==> src/rtl/tinker_pkg.sv <==
// Shared types and constants for the tinker core front end.
package tinker_pkg;

    localparam int INSTR_W = 32;
    localparam int ADDR_W  = 64;

    localparam logic [ADDR_W-1:0] RESET_PC_DEFAULT = 64'h2000;
    localparam logic [4:0]        BUBBLE_OP        = 5'h1f;

    typedef struct packed {
        logic [INSTR_W-1:0] instr;
        logic [ADDR_W-1:0]  pc;
    } fetch_entry_t;

    // Sequential fetch step; wraps modulo 2^64 and keeps the low bits as given.
    function automatic logic [ADDR_W-1:0] next_pc(input logic [ADDR_W-1:0] pc);
        return pc + ADDR_W'(4);
    endfunction

endpackage

==> src/rtl/tinker_fetch_fifo.sv <==
// Prefetch queue: synchronous FIFO of fetch_entry_t with flush, head read-out and count.
module tinker_fetch_fifo
    import tinker_pkg::*;
#(
    parameter int DEPTH = 4
) (
    input  logic                  clk,
    input  logic                  reset_n,
    input  logic                  flush,
    input  logic                  push,
    input  fetch_entry_t          push_data,
    input  logic                  pop,
    output fetch_entry_t          head,
    output logic [$clog2(DEPTH):0] count,
    output logic                  full,
    output logic                  empty
);

    localparam int PTR_W = $clog2(DEPTH);
    localparam int CNT_W = PTR_W + 1;

    fetch_entry_t     mem [DEPTH];
    logic [PTR_W-1:0] wr_ptr;
    logic [PTR_W-1:0] rd_ptr;
    logic             do_push;
    logic             do_pop;

    assign full    = (count == CNT_W'(DEPTH));
    assign empty   = (count == '0);
    assign do_push = push && !full;
    assign do_pop  = pop && !empty;
    assign head    = mem[rd_ptr];

    // Pointers wrap naturally because DEPTH is a power of two.
    always_ff @(posedge clk or negedge reset_n) begin
        if (!reset_n) begin
            wr_ptr <= '0;
            rd_ptr <= '0;
            count  <= '0;
        end else if (flush) begin
            wr_ptr <= '0;
            rd_ptr <= '0;
            count  <= '0;
        end else begin
            if (do_push) wr_ptr <= wr_ptr + PTR_W'(1);
            if (do_pop)  rd_ptr <= rd_ptr + PTR_W'(1);
            case ({do_push, do_pop})
                2'b10:   count <= count + CNT_W'(1);
                2'b01:   count <= count - CNT_W'(1);
                default: count <= count;
            endcase
        end
    end

    // NOTE: storage is deliberately not reset; the pointers and count alone say which slots are valid.
    always_ff @(posedge clk) begin
        if (do_push && !flush) mem[wr_ptr] <= push_data;
    end

endmodule

==> src/rtl/tinker_fetch_unit.sv <==
// Instruction fetch stage: PC, credit-limited imem requests, prefetch queue and redirect flush.
// Optional same-cycle response bypass to decode when TINKER_FETCH_BYPASS_EN is defined.
module tinker_fetch_unit
    import tinker_pkg::*;
#(
    parameter int                DEPTH    = 4,
    parameter logic [ADDR_W-1:0] RESET_PC = RESET_PC_DEFAULT
) (
    input  logic                   clk,
    input  logic                   reset_n,
    output logic                   imem_req_valid,
    input  logic                   imem_req_ready,
    output logic [63:0]            imem_req_addr,
    input  logic                   imem_rsp_valid,
    input  logic [31:0]            imem_rsp_data,
    input  logic                   redirect_valid,
    input  logic [63:0]            redirect_pc,
    input  logic                   halt,
    output logic                   out_valid,
    input  logic                   out_ready,
    output logic [31:0]            out_instr,
    output logic [63:0]            out_pc,
    output logic [$clog2(DEPTH):0] occupancy
);

    localparam int CNT_W = $clog2(DEPTH) + 1;

    logic              fetch_en;
    logic [63:0]       pc;
    logic [63:0]       rsp_pc;
    logic [CNT_W-1:0]  inflight;
    logic [CNT_W-1:0]  discard;
    logic [CNT_W-1:0]  inflight_nxt;
    logic [CNT_W-1:0]  discard_nxt;
    logic [CNT_W:0]    credit_used;

    logic              req_fire;
    logic              rsp_fire;
    logic              rsp_live;
    logic              bypass_hit;
    logic              push;
    logic              pop;
    logic              fifo_empty;
    logic              fifo_full;
    fetch_entry_t      head;
    fetch_entry_t      rsp_entry;
    fetch_entry_t      out_entry;

    // Requests start one clock after reset release so the reset value of imem_req_valid is 0.
    assign credit_used    = {1'b0, inflight} + {1'b0, occupancy};
    assign imem_req_valid = fetch_en && !halt && (credit_used < (CNT_W + 1)'(DEPTH));
    assign imem_req_addr  = pc;
    assign req_fire       = imem_req_valid && imem_req_ready;

    // A response with nothing in flight is stale (e.g. from before a reset) and is ignored.
    assign rsp_fire  = imem_rsp_valid && (inflight != '0);
    assign rsp_live  = rsp_fire && !redirect_valid && (discard == '0);
    assign rsp_entry = '{instr: imem_rsp_data, pc: rsp_pc};

`ifdef TINKER_FETCH_BYPASS_EN
    assign bypass_hit = rsp_live && fifo_empty;
`else
    assign bypass_hit = 1'b0;
`endif

    // NOTE: every always_comb output gets a default first so no path can infer a latch.
    always_comb begin
        out_valid = !redirect_valid && (!fifo_empty || bypass_hit);
        out_entry = bypass_hit ? rsp_entry : head;
        out_instr = '0;
        out_pc    = '0;
        if (out_valid) begin
            out_instr = out_entry.instr;
            out_pc    = out_entry.pc;
        end
        pop  = out_valid && out_ready && !fifo_empty;
        push = rsp_live && !fifo_full && !(bypass_hit && out_ready);
    end

    // NOTE: blocking assignments here build the next value in steps; the registers below use <= only.
    always_comb begin
        inflight_nxt = inflight;
        if (req_fire) inflight_nxt = inflight_nxt + CNT_W'(1);
        if (rsp_fire) inflight_nxt = inflight_nxt - CNT_W'(1);

        discard_nxt = discard;
        if (redirect_valid) begin
            discard_nxt = inflight_nxt;
        end else if (rsp_fire && (discard != '0)) begin
            discard_nxt = discard - CNT_W'(1);
        end
    end

    always_ff @(posedge clk or negedge reset_n) begin
        if (!reset_n) begin
            fetch_en <= 1'b0;
            pc       <= RESET_PC;
            rsp_pc   <= RESET_PC;
            inflight <= '0;
            discard  <= '0;
        end else begin
            fetch_en <= 1'b1;
            inflight <= inflight_nxt;
            discard  <= discard_nxt;

            if (redirect_valid)  pc <= redirect_pc;
            else if (req_fire)   pc <= next_pc(pc);

            // rsp_pc tracks the address of the next response that will be delivered.
            if (redirect_valid)  rsp_pc <= redirect_pc;
            else if (rsp_live)   rsp_pc <= next_pc(rsp_pc);
        end
    end

    tinker_fetch_fifo #(
        .DEPTH (DEPTH)
    ) u_fifo (
        .clk       (clk),
        .reset_n   (reset_n),
        .flush     (redirect_valid),
        .push      (push),
        .push_data (rsp_entry),
        .pop       (pop),
        .head      (head),
        .count     (occupancy),
        .full      (fifo_full),
        .empty     (fifo_empty)
    );

endmodule

==> config.mk <==
export PLATFORM = sky130hd
export DESIGN_NAME = tinker_fetch_unit
export DESIGN_NICKNAME = d
export VERILOG_FILES = /design/src/rtl/tinker_pkg.sv /design/src/rtl/tinker_fetch_fifo.sv /design/src/rtl/tinker_fetch_unit.sv
export SDC_FILE = /design/constraint.sdc
export NUM_CORES = 1
export LEC_CHECK = 0
export ABC_AREA = 1
export BUFFER_PORTS_ARGS = -buffer_cell sky130_fd_sc_hd__buf_4
export CAP_MARGIN = 20
export CORE_MARGIN = 1.5
export CORE_UTILIZATION = 50
export DETAILED_ROUTE_END_ITERATION = 8
export GPL_ROUTABILITY_DRIVEN = 0
export MAX_ROUTING_LAYER = met4
export PLACE_DENSITY = 0.7
export RECOVER_POWER = 25
export SLEW_MARGIN = 20
export SYNTH_ARGS = -nofsm -noshare
export SYNTH_HDL_FRONTEND = slang
export SYNTH_SLANG_ARGS = --single-unit
==> constraint.sdc <==
create_clock -name clk -period 17.1 [get_ports clk]
set_input_delay 0.855 -clock clk [delete_from_list [all_inputs] [get_ports clk]]
set_output_delay 0.855 -clock clk [all_outputs]
set_load 0.02 [all_outputs]
==> impl_metrics.ini, run 1 <==
[synthesis]
muxShareOfSynthArea_pct = 0
synth_edf_count = 384
ys.warnings.count = 0
yosys.area.top_type = edfxtp_1
synth.avg_cell_area_um2 = 9.10
ys_seq_area_share_pct = 60.0
syn_area_um2 = 25200
synth-compound-area-share_pct = 8.77
synth-seq-cells = 526
synth_xor_xnor_area_share_pct = 2.26
synth_cells = 2765
ys_types = 40
synth_top_area_share_pct = 45.8
netlist_top_cells_count = nor2_1 (586), nand2_1 (550), edfxtp_1 (384)
synth_area_leaders = edfxtp_1 (46%), dfrtp_1 (14%), nor2_1 (8.7%)
async_reset_ff_share_pct = 27.0
synthAdderAreaFrac_pct = 0.726
synth_nets = 2882
synth_top_family_by_area = simple AND/OR/NAND/NOR gates
synth.most_common_cell = nor2_1
synth-main-ff-cell = edfxtp_1
synth_simple_gate_area_share_pct = 23.3

[global_route]
grt_pass1_wl_um = 113000
antenna_found_initial = 0
grtUsageTotal_pct = 29.8
overflow = 0
grt_max_degree = 112
first_global_vias = 19900

[detailed_routing]
dr.pass1.iters = 6
via_per_inst = 5.65
drt_iter0_drc = 2207
drt_wl_total_um = 74700
via_count = 21000
ant_nets = 0
route.detailed.drc = 0
wl_per_cell_um = 20.1

[setup_path]
worst_setup_path_start_kind = flop
rr_startpoint = inflight[0]
cp_cell_sequence = buf_4 > buf_4 > nor2_1 > nor2_1 > o21ai_0 > a21oi_1 > buf_4
cp_num_buf_inv = 3
r2r_setup_slack_ns = 13.42
worstPathMaxFanout = 72
worstSetupPathType = reg -> out
endpoint_kind = output pin
arrival_ns = 3.97
crit_slowest_cell = dfrtp_4
cp_top_family = buffers and inverters
crit_path_start = u_fifo.rd_ptr[0]
cp_common_cell = buf_4
cpPeakStageDelay_ns = 0.85
reg2reg_depth = 8
required_ns = 16.25
r2r-end = u_fifo.mem[2][57]

[placement]
dp_hpwl_um = 49800
port_buffers = 267

[clock_network]
cts_resized = 0
clk_pin_slew_ns = 0.07
cts_buffers = 54
cts_buffer_depth = 3
cts_sinks = 526
cts_setup_buffers = 0
cts_root_buffer = clkbuf_16
insertion_delay_ns = 0.62
htreeDepth = 2
cts_tree = yes
cts_hold_buf = 0

[job]
drv_cap = 0

[final_layout]
drive_gt1_share_pct = 12.7
nFillCells = 4301
seqCellArea_um2 = 15100
layout.nets = 3113
antenna_cells = 0
final_core_util_pct = 58.8
area_growth_pct = 16.6
multi_input_area_um2 = 8850

[sta]
fmax_mhz = 207
slew_headroom_pct = 26.4
finalHoldViolations = 0
setup_viol = 0
post-route-min-period_ns = 4.83
tightest_slew_ns = 1.10
tns_ns = 0
rsz0062_at_grt = no
fin_skew_ns = 0.0304
slew_violations = 0
finalCritPeriodShare_pct = 28.2

[power]
max-vdd-ir-drop_uv = 82.1
p_leak_nw = 11.5
power.density_nw_per_um2 = 131

[floorplanning]
die_area_um2 = 51700
die_w_um = 227
placeableCoreArea_um2 = 49900
initial_core_util_pct = 50.5
ios = 268
die_h_um = 227
fp-row-count = 82

[run_status]
outcome = completed

[min_path]
hp-class = in -> async
==> per-layer routing <==
| layer | vias up | track usage (%) | wire length (um) |
|---|---|---|---|
| met2 | 1017 | 45.2 | 34500 |
| met3 | 171 | 5.06 | 6440 |
| met5 | - | - | 0 |
| met4 | 0 | 12.2 | 3060 |
| li1 | 9707 | - | - |
| met1 | 10100 | 40.0 | 30700 |
==> kinds of logic (layout without fill, tap and decap cells) <==
kind of cell | Yosys count | in the layout
and+or+nand+nor | 1415 | 1415
DFF | 526 | 526
AOI/OAI and AO/OA | 417 | 417
buffers and inverters | 327 | 600
xor gates and xnor gates | 65 | 65
adders and majority gates | 14 | 14
other | 1 | 1
==> stage by stage <==
stage	std cells	setup WS (ns)	power [mW]	hold slack, ns	area, um2
floorplan	2765	11.06	2.27	0.448	25200
global placement	3612	12.89	2.68	0.457	27700
detailed placement	3612	12.88	2.70	0.469	27700
CTS	3710	12.22	3.85	0.396	29500
global route	3710	12.00	4.01	0.422	29300
finish	3710	12.27	3.83	0.343	29300
==> layout make-up <==
cell class,instances,area share (%)
inverter,217,2.79
timing repair buffer,285,6.90
clock inverter,32,0.947
sequential,526,51.5
multi-input combinational,1912,30.2
tap,672,2.87
clock buffer,66,4.87
==> state kept, by name (all words and copies together) (netlist names) <==
signal         flops
u_fifo.mem       384
imem_req_addr     64
rsp_pc            64
discard            3
inflight           3
u_fifo.count       3
u_fifo.rd_ptr      2
u_fifo.wr_ptr      2
fetch_en           1
==> placed cells by master, fill, tap and decap left out, types with 2 or more instances in the layout <==
cell / count
bufinv_16: 4
o21bai_1: 4
nand3_1: 160
dfrtp_1: 138
edfxtp_1: 384
inv_1: 207
nand2_1: 549
ha_1: 13
o21ai_1: 4
o21ai_0: 253
nand3_2: 3
clkbuf_16: 55
o221ai_1: 4
inv_6: 3
xnor2_1: 13
nor2_4: 8
nor3_1: 38
nand3b_1: 9
a21oi_1: 115
nor3_4: 2
clkbuf_1: 42
clkinvlp_4: 3
dfrtp_4: 2
nor2_1: 581
clkinv_4: 4
a31oi_1: 4
buf_4: 252
nor2_2: 16
nand2_2: 6
o211ai_1: 29
xor2_1: 52
nand4_1: 34
inv_2: 7
clkinv_1: 14
clkinv_2: 6
nor3_2: 5
==> power by group <==
part / total (mW) / internal, mW / switching [mW]
Clock: 1.15 / 0.654 / 0.494
Sequential: 1.65 / 1.48 / 0.168
Combinational: 1.03 / 0.344 / 0.691
==> worst max path at each step <==
stage / endpoint / slack [ns] / cells after the start
after global placement: out_pc[33] / 12.89 / 7
after detailed placement: out_pc[33] / 12.88 / 7
after global routing: out_pc[27] / 12.00 / 7
final: out_pc[33] / 12.27 / 7
after CTS: out_pc[33] / 12.22 / 7
after floorplan: u_fifo.mem[0][0] / 11.06 / 5
Power figures use the tool's default switching activity.
==> inputs of run 2 (changes only) <==
PLACE_DENSITY = 0.72   (was 0.7)
clock period = 4.1 ns   (was 17.1 ns; I/O delays follow)
==> run 2 against run 1 <==
  * Clock power rose to 4.1 times the previous value
  * Clock-buffer cell count down 4
  * The run now ends with max-capacitance violations, max-slew violations left
  * Critical path type unchanged
  * Clock skew down 0.012 ns
==> impl_metrics.ini, run 2 (synthesized netlist as in run 1, its figures left out) <==
[setup_path]
rr_startpoint = inflight[0]
r2r_setup_slack_ns = 1.21
cp_top_family = buffers and inverters
reg2reg_depth = 13
cp_common_cell = buf_4
crit_slowest_cell = clkinv_2
r2r-end = u_fifo.count[2]
endpoint = out_pc[27]
cp_num_buf_inv = 3
endpoint_kind = output pin
worst_setup_path_start_kind = flop
cp_num_cells = 6
worstSetupPathType = reg -> out
cpPeakStageDelay_ns = 0.56
worstPathMaxFanout = 40
required_ns = 3.89
crit_path_start = u_fifo.rd_ptr[1]
arrival_ns = 2.95
cp_cell_sequence = clkinv_2 > buf_4 > nor2_1 > o21ai_0 > a21oi_1 > buf_4

[power]
p_leak_nw = 11.9
clockPowerShare_pct = 29.3
p_comb_share_pct = 28.4
switchingPower_mw = 5.62
sw_frac_of_total_pct = 35.3
max-vdd-ir-drop_uv = 466
intPower_mw = 10.3
seq_power_share_pct = 42.3
power.density_nw_per_um2 = 524

[sta]
post-route-min-period_ns = 3.15
finalCritPeriodShare_pct = 76.9
slew_headroom_pct = -33.7
tightest_slew_ns = 2.01
fmax_mhz = 317
rsz0062_at_grt = no
finalHoldViolations = 0
fin_skew_ns = 0.0183
worst_slack_ns = 0.946
slew_violations = 74
tns_ns = 0
setup_viol = 0

[run_status]
violations = max-capacitance violations, max-slew violations
outcome = finished, violations left

[min_path]
hp-class = in -> reg
min_from = imem_rsp_valid

[final_layout]
final_core_util_pct = 60.9
nFillCells = 4201
area_growth_pct = 20.7
most-common-layout-cells = nor2_1 (581), nand2_1 (549), edfxtp_1 (384)
drive_gt1_share_pct = 12.4
layout.nets = 3213
final_area_um2 = 30400
largest_reg_flops = 384
layout_commonest_cell = nor2_1
antenna_cells = 0
top_register = u_fifo.mem

[global_route]
first_global_vias = 20200
grt_pass1_wl_um = 112000
grt_max_degree = 196
grtUsageTotal_pct = 29.3
antenna_found_initial = 0
overflow = 0

[detailed_routing]
via_count = 21300
route.detailed.drc = 0
drt_wl_total_um = 74200
ant_nets = 0
via_per_inst = 5.61
drt_iter0_drc = 2200
dr.pass1.iters = 6
wl_per_cell_um = 19.5

[clock_network]
cts_buffer_depth = 3
cts_buffers = 53
cts_tree = yes
insertion_delay_ns = 0.61
htreeDepth = 2
clk_pin_slew_ns = 0.06
cts_sinks = 526
cts_root_buffer = clkbuf_16
cts_setup_buffers = 0

[floorplanning]
die_w_um = 227
placeableCoreArea_um2 = 49900
ios = 268
die_area_um2 = 51700
fp-row-count = 82
initial_core_util_pct = 50.5
die_h_um = 227

[placement]
placed_cell_area_um2 = 27800
pre_cts_ws_ns = 1.22
port_buffers = 267
dp_hpwl_um = 48500

[job]
drv_cap = 1
==> run 2: changes by cell type in the layout (fill, tap and decap cells not counted), sizes merged <==
cell,change
buf,+2
clkinvlp,+1
clkinv,-1
clkbuf,-3
dlygate4sd3,+98
bufinv,-1
==> run 2: routing by layer <==
metal  share of wire, %  up-vias  global-route usage (%)
li1                   -     9899                       -
met1                 40    10100                    39.5
met2                 46     1093                    44.2
met3                9.2      207                    3.50
met4                4.9        0                    14.6
met5                  0        -                       -
==> run 2: power by group through the flow <==
stage | registers (mW) | clock network [mW] | logic [mW]
2_1_floorplan | 6.72 | 0 | 2.74
3_3_place_gp | 6.79 | 0 | 4.33
3_5_place_dp | 6.81 | 0 | 4.44
4_1_cts | 6.71 | 4.72 | 4.54
5_1_grt | 6.77 | 4.95 | 4.98
6_report | 6.73 | 4.66 | 4.52
==> run 2: how the worst min path moves through the flow <==
stage	endpoint	cells after the start
6_report	inflight[0]	4
3_5_place_dp	imem_req_addr[59]	1
3_3_place_gp	imem_req_addr[58]	1
4_1_cts	imem_req_addr[53]	5
2_1_floorplan	discard[0]	0
5_1_grt	imem_req_addr[53]	5
==> run 2: worst min-delay path, cell delays in order <==
cell and delay [ns]:
buf_4 0.11, a21boi_2 0.17, nand2_1 0.09, nand2_1 0.05
==> run 2: area by class of cell <==
| cell class | instances | area [um2] | area share [%] |
|---|---|---|---|
| Sequential cell | 526 | 15100 | 49.7 |
| Multi-Input combinational cell | 1912 | 8850 | 29.2 |
| Timing Repair Buffer | 386 | 3090 | 10.2 |
| Clock buffer | 62 | 1380 | 4.55 |
| Tap cell | 672 | 841 | 2.77 |
| Inverter | 217 | 821 | 2.70 |
| Clock inverter | 31 | 289 | 0.952 |
==> run 2: repair_timing <==
item | in CTS | in global routing
hold endpoints to repair | 317 | 0
resized for setup | 0 | 0
hold buffers | 98 | 0
==> run 2: metrics by stage <==
stage | power [mW] | std cells | hold slack [ns]
2_1_floorplan | 9.47 | 2765 | -0.0906
6_report | 15.9 | 3806 | 0.0698
3_5_place_dp | 11.2 | 3615 | 0.281
4_1_cts | 16.0 | 3806 | 0.0341
5_1_grt | 16.7 | 3806 | 0.0576
3_3_place_gp | 11.1 | 3615 | 0.277
